**config.mk**
```make
export PLATFORM = sky130hd
export DESIGN_NAME = enc_rr_arbiter_flat
export DESIGN_NICKNAME = d
export VERILOG_FILES = /design/src/rtl/enc_arb_pkg.sv /design/src/rtl/enc_rr_arbiter_if.sv /design/src/rtl/rr_prio_enc.sv /design/src/rtl/enc_rr_arbiter.sv /design/src/flat_wrapper.sv
export SDC_FILE = /design/constraint.sdc
export NUM_CORES = 1
export LEC_CHECK = 0
export ABC_AREA = 1
export BUFFER_PORTS_ARGS = -buffer_cell sky130_fd_sc_hd__buf_2
export CORE_ASPECT_RATIO = 0.7
export CORE_UTILIZATION = 50
export CTS_CLUSTER_DIAMETER = 120
export DETAILED_ROUTE_END_ITERATION = 10
export GPL_TIMING_DRIVEN = 0
export HOLD_SLACK_MARGIN = 0.1
export PLACE_DENSITY = 0.76
export SLEW_MARGIN = 10
export SYNTH_ARGS = -nofsm -noshare
export SYNTH_HDL_FRONTEND = slang
export SYNTH_SLANG_ARGS = --single-unit
```
**constraint.sdc**
```tcl
create_clock -name clk -period 3.2 [get_ports clk]
set_clock_uncertainty 0.2 [all_clocks]
set_input_delay 0.48 -clock clk [delete_from_list [all_inputs] [get_ports clk]]
set_output_delay 0.48 -clock clk [all_outputs]
set_load 0.02 [all_outputs]
```
**src/rtl/enc_arb_pkg.sv**
```systemverilog
// Shared constants, state type and helpers for the round-robin encoder arbiter.
package enc_arb_pkg;

  localparam int unsigned N_REQ        = 8;
  localparam int unsigned IDX_W        = 3;
  localparam int unsigned HOLD_MAX_DEF = 15;

  typedef enum logic {
    IDLE  = 1'b0,
    GRANT = 1'b1
  } arb_state_t;

  function automatic logic [N_REQ-1:0] idx_to_onehot(input logic [IDX_W-1:0] idx);
    return N_REQ'(1) << idx;
  endfunction

endpackage

```
**src/rtl/enc_rr_arbiter_if.sv**
```systemverilog
// Request/grant bundle between the requester inputs and the arbiter.
interface enc_rr_arbiter_if;
  import enc_arb_pkg::*;

  logic             en;
  logic [N_REQ-1:0] req;
  logic             rel;
  logic [N_REQ-1:0] gnt;
  logic [IDX_W-1:0] gnt_idx;
  logic             gnt_vld;
  logic             timeout;
  logic [4:0]       led;

  modport master (
    output en, req, rel,
    input  gnt, gnt_idx, gnt_vld, timeout, led
  );

  modport slave (
    input  en, req, rel,
    output gnt, gnt_idx, gnt_vld, timeout, led
  );

endinterface

```
**src/rtl/rr_prio_enc.sv**
```systemverilog
// Rotating priority encoder: the search starts at ptr and descends with wrap.
module rr_prio_enc
  import enc_arb_pkg::*;
(
  input  logic [N_REQ-1:0] req,
  input  logic [IDX_W-1:0] ptr,
  output logic             any,
  output logic [IDX_W-1:0] win_idx
);

  logic [N_REQ-1:0] w_rot;
  logic [IDX_W-1:0] w_hi;

  // Rotate so that requester ptr lands on the top bit; a plain
  // highest-bit-wins search then gives rotating priority.
  always_comb begin
    w_rot = '0;
    for (int k = 0; k < N_REQ; k++) begin
      w_rot[k] = req[IDX_W'(k) + ptr + IDX_W'(1)];
    end
  end

  always_comb begin
    w_hi = '0;
    for (int k = 0; k < N_REQ; k++) begin
      if (w_rot[k]) w_hi = IDX_W'(k);
    end
  end

  assign any     = |req;
  assign win_idx = w_hi + ptr + IDX_W'(1);

endmodule

```
**src/rtl/enc_rr_arbiter.sv**
```systemverilog
// Round-robin arbiter for the shared 8-input encoder with release/timeout handshakes.
// Optional forced release after HOLD_MAX cycles when ENC_ARB_TIMEOUT_EN is defined.
module enc_rr_arbiter
  import enc_arb_pkg::*;
#(
  parameter int unsigned HOLD_MAX = HOLD_MAX_DEF
)
(
  input  logic             clk,
  input  logic             rst,
  enc_rr_arbiter_if.slave  bus
);

  arb_state_t       r_state;
  logic [IDX_W-1:0] r_ptr;
  logic [N_REQ-1:0] r_gnt;
  logic [IDX_W-1:0] r_gnt_idx;
  logic             r_gnt_vld;
  logic             r_timeout;
  logic [4:0]       r_led;

  logic             w_any;
  logic [IDX_W-1:0] w_win_idx;
  logic             w_to_hit;
  logic             w_norm_end;
  logic             w_end;
  logic             w_to_only;
  logic [IDX_W-1:0] w_nxt_idx;

  if (HOLD_MAX < 1) begin : g_bad_hold
    $error("enc_rr_arbiter: HOLD_MAX must be at least 1");
  end

  rr_prio_enc u_prio_enc (
    .req     (bus.req),
    .ptr     (r_ptr),
    .any     (w_any),
    .win_idx (w_win_idx)
  );

`ifdef ENC_ARB_TIMEOUT_EN
  localparam int unsigned HOLD_W = $clog2(HOLD_MAX + 1);

  logic [HOLD_W-1:0] r_hold;

  assign w_to_hit = (r_state == GRANT) && (r_hold == HOLD_W'(HOLD_MAX - 1));

  // Counts completed grant cycles; cleared in IDLE so each grant starts at 0.
  always_ff @(posedge clk) begin
    if (!rst) begin
      r_hold <= '0;
    end else if (r_state == IDLE || w_end) begin
      r_hold <= '0;
    end else begin
      r_hold <= r_hold + 1'b1;
    end
  end
`else
  assign w_to_hit = 1'b0;
`endif

  assign w_norm_end = bus.rel | ~bus.req[r_gnt_idx] | ~bus.en;
  assign w_end      = w_norm_end | w_to_hit;
  assign w_to_only  = w_to_hit & ~w_norm_end;

  always_comb begin
    w_nxt_idx = '0;
    case (r_state)
      IDLE:    if (bus.en && w_any) w_nxt_idx = w_win_idx;
      GRANT:   if (!w_end)          w_nxt_idx = r_gnt_idx;
      default: w_nxt_idx = '0;
    endcase
  end

  always_ff @(posedge clk) begin
    if (!rst) begin
      r_state   <= IDLE;
      r_ptr     <= '1;
      r_gnt     <= '0;
      r_gnt_idx <= '0;
      r_gnt_vld <= 1'b0;
      r_timeout <= 1'b0;
      r_led     <= '0;
    end else begin
      r_timeout <= 1'b0;
      r_led     <= {bus.en, |bus.req, w_nxt_idx};
      case (r_state)
        IDLE: begin
          if (bus.en && w_any) begin
            r_state   <= GRANT;
            r_gnt     <= idx_to_onehot(w_win_idx);
            r_gnt_idx <= w_win_idx;
            r_gnt_vld <= 1'b1;
          end
        end
        GRANT: begin
          if (w_end) begin
            // Last grantee drops to lowest priority.
            r_state   <= IDLE;
            r_gnt     <= '0;
            r_gnt_idx <= '0;
            r_gnt_vld <= 1'b0;
            r_ptr     <= r_gnt_idx - 1'b1;
            r_timeout <= w_to_only;
          end
        end
        default: r_state <= IDLE;
      endcase
    end
  end

  assign bus.gnt     = r_gnt;
  assign bus.gnt_idx = r_gnt_idx;
  assign bus.gnt_vld = r_gnt_vld;
  assign bus.timeout = r_timeout;
  assign bus.led     = r_led;

endmodule

```
**src/flat_wrapper.sv**
```systemverilog
// flat-port wrapper written by rule: the top's interface ports become plain ports
module enc_rr_arbiter_flat import enc_arb_pkg::*;
#(
  parameter int unsigned HOLD_MAX = HOLD_MAX_DEF
)
  (clk, rst, bus_en, bus_req, bus_rel, bus_gnt, bus_gnt_idx, bus_gnt_vld, bus_timeout, bus_led);
  enc_rr_arbiter_if bus_i ();
  input  logic clk;
  input  logic rst;
  input wire logic [$bits(bus_i.en)-1:0] bus_en;
  input wire logic [$bits(bus_i.req)-1:0] bus_req;
  input wire logic [$bits(bus_i.rel)-1:0] bus_rel;
  output wire logic [$bits(bus_i.gnt)-1:0] bus_gnt;
  output wire logic [$bits(bus_i.gnt_idx)-1:0] bus_gnt_idx;
  output wire logic [$bits(bus_i.gnt_vld)-1:0] bus_gnt_vld;
  output wire logic [$bits(bus_i.timeout)-1:0] bus_timeout;
  output wire logic [$bits(bus_i.led)-1:0] bus_led;
  assign bus_i.en = bus_en;
  assign bus_i.req = bus_req;
  assign bus_i.rel = bus_rel;
  assign bus_gnt = bus_i.gnt;
  assign bus_gnt_idx = bus_i.gnt_idx;
  assign bus_gnt_vld = bus_i.gnt_vld;
  assign bus_timeout = bus_i.timeout;
  assign bus_led = bus_i.led;
  enc_rr_arbiter #(.HOLD_MAX(HOLD_MAX)) u_core (.clk(clk), .rst(rst), .bus(bus_i));
endmodule
```
==> results of run 1 <==
==> state kept, by name (all words and copies together), names as in the netlist <==
name and flops:
u_core.r_state 1, u_core.bus.gnt_vld 1, u_core.bus.led 5, u_core.bus.gnt_idx 3, u_core.r_ptr 3, u_core.bus.gnt 8
==> through the flow <==
stage	hold WS, ps	worst slack, ps	power [mW]	utilization, %
after floorplan	359	132	0.763	-
after global placement	272	-86.1	0.865	58.5
after detailed placement	274	-122	0.872	58.5
after CTS	253	5.27	1.06	60.4
after global routing	265	-24.1	1.17	62.9
final	247	202	1.09	62.9
==> path summary, 6_finish.rpt <==
check                                         to  slack [ps]  depth (start not counted)
setup / recovery  u_core.bus.gnt[4]$_SDFFE_PN0P_         200                         20
hold / removal      u_core.bus.led[4]$_SDFF_PN0_         250                          3
setup reg to reg  u_core.bus.gnt[4]$_SDFFE_PN0P_         200                         20
hold reg to reg   u_core.bus.gnt[0]$_SDFFE_PN0P_         290                          2
==> power groups by stage <==
stage / clock network (mW) / registers [mW] / logic [mW]
4_1_cts: 0.186 / 0.319 / 0.554
3_3_place_gp: 0 / 0.324 / 0.541
2_1_floorplan: 0 / 0.353 / 0.410
3_5_place_dp: 0 / 0.324 / 0.547
5_1_grt: 0.200 / 0.324 / 0.645
6_report: 0.187 / 0.320 / 0.587
==> worst max-delay path: cells and delay by family, from the launching register on <==
| family | cells | cell delay, ps |
|---|---|---|
| buf+inv | 3 | 280 |
| flops | 1 | 350 |
| simple gates | 11 | 780 |
| fa+ha+maj | 3 | 930 |
| xor+xnor | 1 | 180 |
| compound gates | 2 | 200 |
==> layer usage <==
layer,routed length (um),vias up
met1,1940,697
met5,0,-
met3,189,2
met4,10,0
li1,-,775
met2,1530,40
==> what timing repair did <==
item,4_1_cts,5_1_grt
resized for setup,3,13
setup endpoints to repair,10,12
setup buffers,0,4
pin swaps,0,5
==> layout make-up <==
class / count / area [um2] / share of cell area [%]
Timing Repair Buffer: 32 / 170 / 8.53
Multi-Input combinational cell: 164 / 1140 / 57.3
Inverter: 22 / 103 / 5.14
Clock inverter: 1 / 7.51 / 0.376
Buffer: 6 / 60.1 / 3.01
Clock buffer: 3 / 41.3 / 2.07
Tap cell: 38 / 47.5 / 2.38
Sequential cell: 21 / 423 / 21.2
==> cell families after synthesis <==
| group | share of synthesized area, % |
|---|---|
| fa+ha+maj | 4.20 |
| compound gates | 10.4 |
| other cells | 0.225 |
| simple gates | 47.2 |
| flops | 25.2 |
| buf+inv | 9.23 |
| xor+xnor | 3.53 |
==> cells in the final DEF, fill, tap and decap left out, types with 4 or more instances in the layout <==
| cell type | synthesis | final |
|---|---|---|
| o21ai_0 | 6 | 6 |
| nand2_2 | 9 | 10 |
| inv_1 | 17 | 16 |
| buf_4 | 1 | 5 |
| dfxtp_1 | 21 | 19 |
| buf_2 | 0 | 28 |
| nand2_1 | 34 | 33 |
| nand4_1 | 4 | 4 |
| nor2_1 | 14 | 14 |
| nand3_2 | 18 | 18 |
| a21oi_1 | 20 | 17 |
| nand3_1 | 21 | 21 |
| nand2_4 | 13 | 13 |
==> metrics, run 1 <==
grt ovf=0; sum of negative setup slack=0 ps; drt pass-1 iters=4; Slew Viols, Final=0; crit-path cells=buf_6, inv_12, ha_4, nand3_2, nand2_2, nand2_1, nand2_1, nand2_1, nand2_1, nand3_1, nand2_1, a21oi_1, ha_2, fa_2, xor2_4, inv_2, nand3_4, nand2_4, nand3_1, a21oi_1; sequential power share=29.2%; Post-synth EDFFs=0; CTS Buffer Depth=2; crit start category=flip-flop; Synth cell types=34; Die Y=50.3 um; met2 usage=30.6%; R2R Path Start=u_core.r_ptr[0]$_SDFFE_PN1P_; share of layout cells above drive strength 1=42.2%; worst-path maximum fanout=10; final hold vios=0; area leader, netlist=dfxtp_1; Critical Path AT=3000 ps; worst hold path class=in -> reg; Worst Path Required=3200 ps; critical path class=reg -> reg; Avg WL per Cell=12.8 um; Internal=0.603 mW; vias in the first global route=1288; Initial Utilization=52.6%; Synth top cells by count=34 x nand2_1, 21 x dfxtp_1, 21 x nand3_1, 20 x a21oi_1, 18 x nand3_2; wire length of the first global-routing pass=6.04 mm; gr usage total=21.6%; met3 Use GR=4.22%; GR peak layer=met1; worst ir drop on vdd=0.312 mV; post-cts hold buffer count=0; min-delay src=bus_en; slowest stage cell, crit path=fa_2; largest net degree at the start of global routing=14; Synth Register Bits=21; Synth Area per Inst=7.82 um2; slew margin rel.=65.1%; Max stage delay on crit path=440 ps; die area=3570 um2; Core Area=3170 um2; 1st-iter DRT viols=122; clk_lat worst skew=270 ps; CTS tree=built; met1 usage=33.9%; Clock power frac=17.1%; RePlAce Congestion=0.844; Synth Instances=213; Post-Place Cells=279; CP endpoint kind=flip-flop; die width=71.0 um; CTS H-tree depth=1; Syn Std Cell Area=1670 um2; count of final setup violators=0; area delta synth->final=19.7%; port bufs=28; Worst Max-Slew Pin Slew=523 ps; drt drc=0; combinational share of power=53.6%; top cell type's share of synthesized area=25.2%; min Tclk post-route=3000 ps; DPL Wire Length=2.81 mm; NetSw=0.490 mW; nets@finish=267; clock root buffer=clkbuf_8; top-count cell post-synth=nand2_1; post-synthesis net count=230; Yosys warning count=0; # diodes=0; switch share=44.8%; synth top area cells=dfxtp_1 25%, nand3_2 11%, nand2_4 8.8%, nand2_1 7.7%, nand3_1 6.3%; io pins=30; crit share post-route=93.7%; Synth async-reset ratio=0%; CTS clock-pin slew for the worst setup and hold paths=90 ps; Max Cap Viol=0; Vias=1514; Most common cell on crit path=nand2_1; final wirelength=3.67 mm; LEAKAGE=0.979 nW; sequential-to-total area share from yosys stat=25.2%; FMAX=334 MHz; # rows=17; fin area=1990 um2; pwr dens=548 nW/um2; Final ANT Viol Nets=0; status=finished clean; cts bufs inserted=3; Critical path origin=u_core.r_ptr[0]$_SDFFE_PN1P_; clock tree sinks=21; Placed Instance Area=1850 um2; post-DR vias/cell=5.28; Fillers=255; initial antenna violation count=0; Post-synth top flop=dfxtp_1; final std cells w/o fill=287
No activity file was read; power rests on OpenSTA's default activity.
==> run 2: changes to the inputs <==
--- a/config.mk
+++ b/config.mk
@@ -5,7 +5,7 @@
 export SDC_FILE = /design/constraint.sdc
 export NUM_CORES = 1
 export LEC_CHECK = 0
-export ABC_AREA = 1
+export ABC_AREA = 0
 export BUFFER_PORTS_ARGS = -buffer_cell sky130_fd_sc_hd__buf_2
 export CORE_ASPECT_RATIO = 0.7
 export CORE_UTILIZATION = 50
@@ -13,7 +13,7 @@
 export DETAILED_ROUTE_END_ITERATION = 10
 export GPL_TIMING_DRIVEN = 0
 export HOLD_SLACK_MARGIN = 0.1
-export PLACE_DENSITY = 0.76
+export PLACE_DENSITY = 0.84
 export SLEW_MARGIN = 10
 export SYNTH_ARGS = -nofsm -noshare
 export SYNTH_HDL_FRONTEND = slang
==> metrics, run 2 <==
Critical Path AT=3730 ps; Synth Register Bits=21; Setup WS post-layout=-526 ps; Post-synth EDFFs=0; Final Power=1.07 mW; cts bufs inserted=3; grt ovf=0; RePlAce Congestion=0.880; Synth cell types=46; drt drc=1; sequential-to-total area share from yosys stat=25.4%; Vias=1584; nets@finish=229; area delta synth->final=26.0%; CTS Buffer Depth=2; share of layout cells above drive strength 1=43.1%; vias in the first global route=1435; # rows=17; FMAX=268 MHz; unrepaired setup endpoints after global routing=yes; Max stage delay on crit path=500 ps; crit share post-route=116%; Syn Std Cell Area=1660 um2; Min-Delay Path Depth=2; top cell type's share of synthesized area=25.4%; final hold vios=0; family with the most delay on the worst path=adder cells; Slew Viols, Final=0; io pins=30; failing checks=design-rule violations, negative setup slack; LEAKAGE=0.896 nW; status=complete, but fails checks; Avg WL per Cell=17.2 um; combinational share of power=54.2%; die width=70.8 um; Die Y=50.2 um; Synth top cells by count=27 x nand3_1, 21 x dfxtp_1, 11 x o21ai_0, 10 x mux2i_1, 10 x mux4_2; Synth Instances=172; die area=3550 um2; Max Cap Viol=0; final wirelength=4.28 mm; clock tree sinks=21; NetSw=0.420 mW; most frequent cells in the layout=31 x buf_2, 27 x nand3_1, 19 x dfxtp_1; most common cell after layout, fill and taps aside=buf_2; count of final setup violators=12; crit start category=flip-flop; Fillers=252; DPL Wire Length=2.83 mm; Internal=0.651 mW; pwr dens=513 nW/um2; fin area=2090 um2; WP buf/inv=2; switch share=39.2%; critical path class=reg -> reg; slowest stage cell, crit path=mux4_2; synth top area cells=dfxtp_1 25%, mux4_2 14%, nand3_1 8.2%, mux2i_1 6.0%, o21ai_0 3.3%; Final ANT Viol Nets=0; Initial Utilization=52.7%; initial antenna violation count=0; Placed Instance Area=1890 um2; post-synthesis net count=189; drt pass-1 iters=9; Clock power frac=16.7%; post-cts hold buffer count=0; gr usage total=26.0%; max reg flops=8; stages on the worst setup path=14; CTS tree=built; 1st-iter DRT viols=205; worst ir drop on vdd=0.282 mV; Synth Area per Inst=9.64 um2; worst hold path class=reg -> reg; CP endpoint kind=flip-flop; sum of negative setup slack=-4360 ps; area leader, netlist=dfxtp_1; # diodes=0; largest net degree at the start of global routing=12; CTS clock-pin slew for the worst setup and hold paths=80 ps; Core Area=3150 um2; Worst Path Required=3210 ps; min Tclk post-route=3730 ps; Post-synth top flop=dfxtp_1; FF-to-FF path depth=14; Yosys warning count=0; Synth async-reset ratio=0%; post-DR vias/cell=6.36; crit-path cells=buf_8, clkinvlp_4, ha_4, mux2i_4, mux4_2, o22a_1, o31ai_2, ha_2, fa_2, nor4bb_4, o2111ai_2, nor2_1, o21ai_0, nand3_1; port bufs=28; CTS H-tree depth=1; sequential power share=29.1%; clock root buffer=clkbuf_8; clk_lat worst skew=270 ps; worst-path maximum fanout=5; top-count cell post-synth=nand3_1; wire length of the first global-routing pass=7.06 mm
[run 2: changes by cell type in the layout (fill, tap and decap cells not counted), moves of 8 or more]
cell / delta
nand2_1: -26
nand3_2: -18
a21oi_1: -14
inv_1: -12
nand2_4: -12
mux4_2: +10
nand2_2: -10
nor2_1: -8
[run 2: logic make-up (layout without fill, tap and decap cells)]
family,Yosys count,after routing,synth area share (%)
AOI/OAI and AO/OA,33,33,15.1
buffers and inverters,19,58,7.40
adders and majority gates,5,5,4.23
and+or+nand+nor,65,65,22.4
muxes,22,22,22.1
xor gates and xnor gates,6,6,3.17
other,1,1,0.226
DFF,21,21,25.4
[run 2: worst paths after layout]
kind | from | endpoint | slack, ps
min reg2reg | u_core.bus.gnt[7]$_SDFFE_PN0P_ | u_core.bus.gnt[7]$_SDFFE_PN0P_ | 290
max | u_core.r_ptr[0]$_SDFFE_PN1P_ | u_core.bus.gnt[6]$_SDFFE_PN0P_ | -530
max reg2reg | u_core.r_ptr[0]$_SDFFE_PN1P_ | u_core.bus.gnt[6]$_SDFFE_PN0P_ | -530
min | u_core.bus.gnt[7]$_SDFFE_PN0P_ | u_core.bus.gnt[7]$_SDFFE_PN0P_ | 290
[run 2: power by group through the flow]
stage | combinational (mW) | clock (mW) | sequential (mW)
after floorplan | 0.355 | 0 | 0.340
after global placement | 0.471 | 0 | 0.315
after detailed placement | 0.481 | 0 | 0.316
after CTS | 0.531 | 0.179 | 0.310
after global routing | 0.617 | 0.189 | 0.316
final | 0.581 | 0.179 | 0.311
[run 2: what timing repair did]
item | 4_1_cts | 5_1_grt
resized for setup | 15 | 7
setup endpoints to repair | 13 | 12
buffers inserted | 6 | 2
pin swaps | 12 | 2
[run 2: final cells by class]
class | instances | area, um2 | share of cell area [%]
Multi-Input combinational cell | 132 | 1240 | 59.4
Sequential cell | 21 | 423 | 20.2
Timing Repair Buffer | 36 | 204 | 9.76
Buffer | 12 | 103 | 4.91
Tap cell | 38 | 47.5 | 2.28
Clock buffer | 4 | 45.0 | 2.16
Inverter | 6 | 26.3 | 1.26
[run 2: tightest hold or removal path: cells and delay by family (launching register included)]
kind / cells / cell delay, ps
and+or+nand+nor: 2 / 130
DFF: 1 / 320
[run 2: metal layers]
metal  vias to the layer above  GRT usage [%]  wire, um
li1                        722              -         -
met1                       755           37.0      1920
met2                        93           39.3      1950
met3                        14           4.82       338
met4                         0           10.0        79
met5                         -              0         0
[run 2: per-stage QoR]
| stage | util (%) | setup WS [ps] | hold slack [ps] | cells |
|---|---|---|---|---|
| after floorplan | - | -479 | 361 | 172 |
| after global placement | 60.2 | -735 | 275 | 238 |
| after detailed placement | 60.2 | -780 | 274 | 238 |
| after CTS | 64.8 | -449 | 287 | 247 |
| after global routing | 66.4 | -651 | 309 | 249 |
| final | 66.4 | -526 | 287 | 249 |
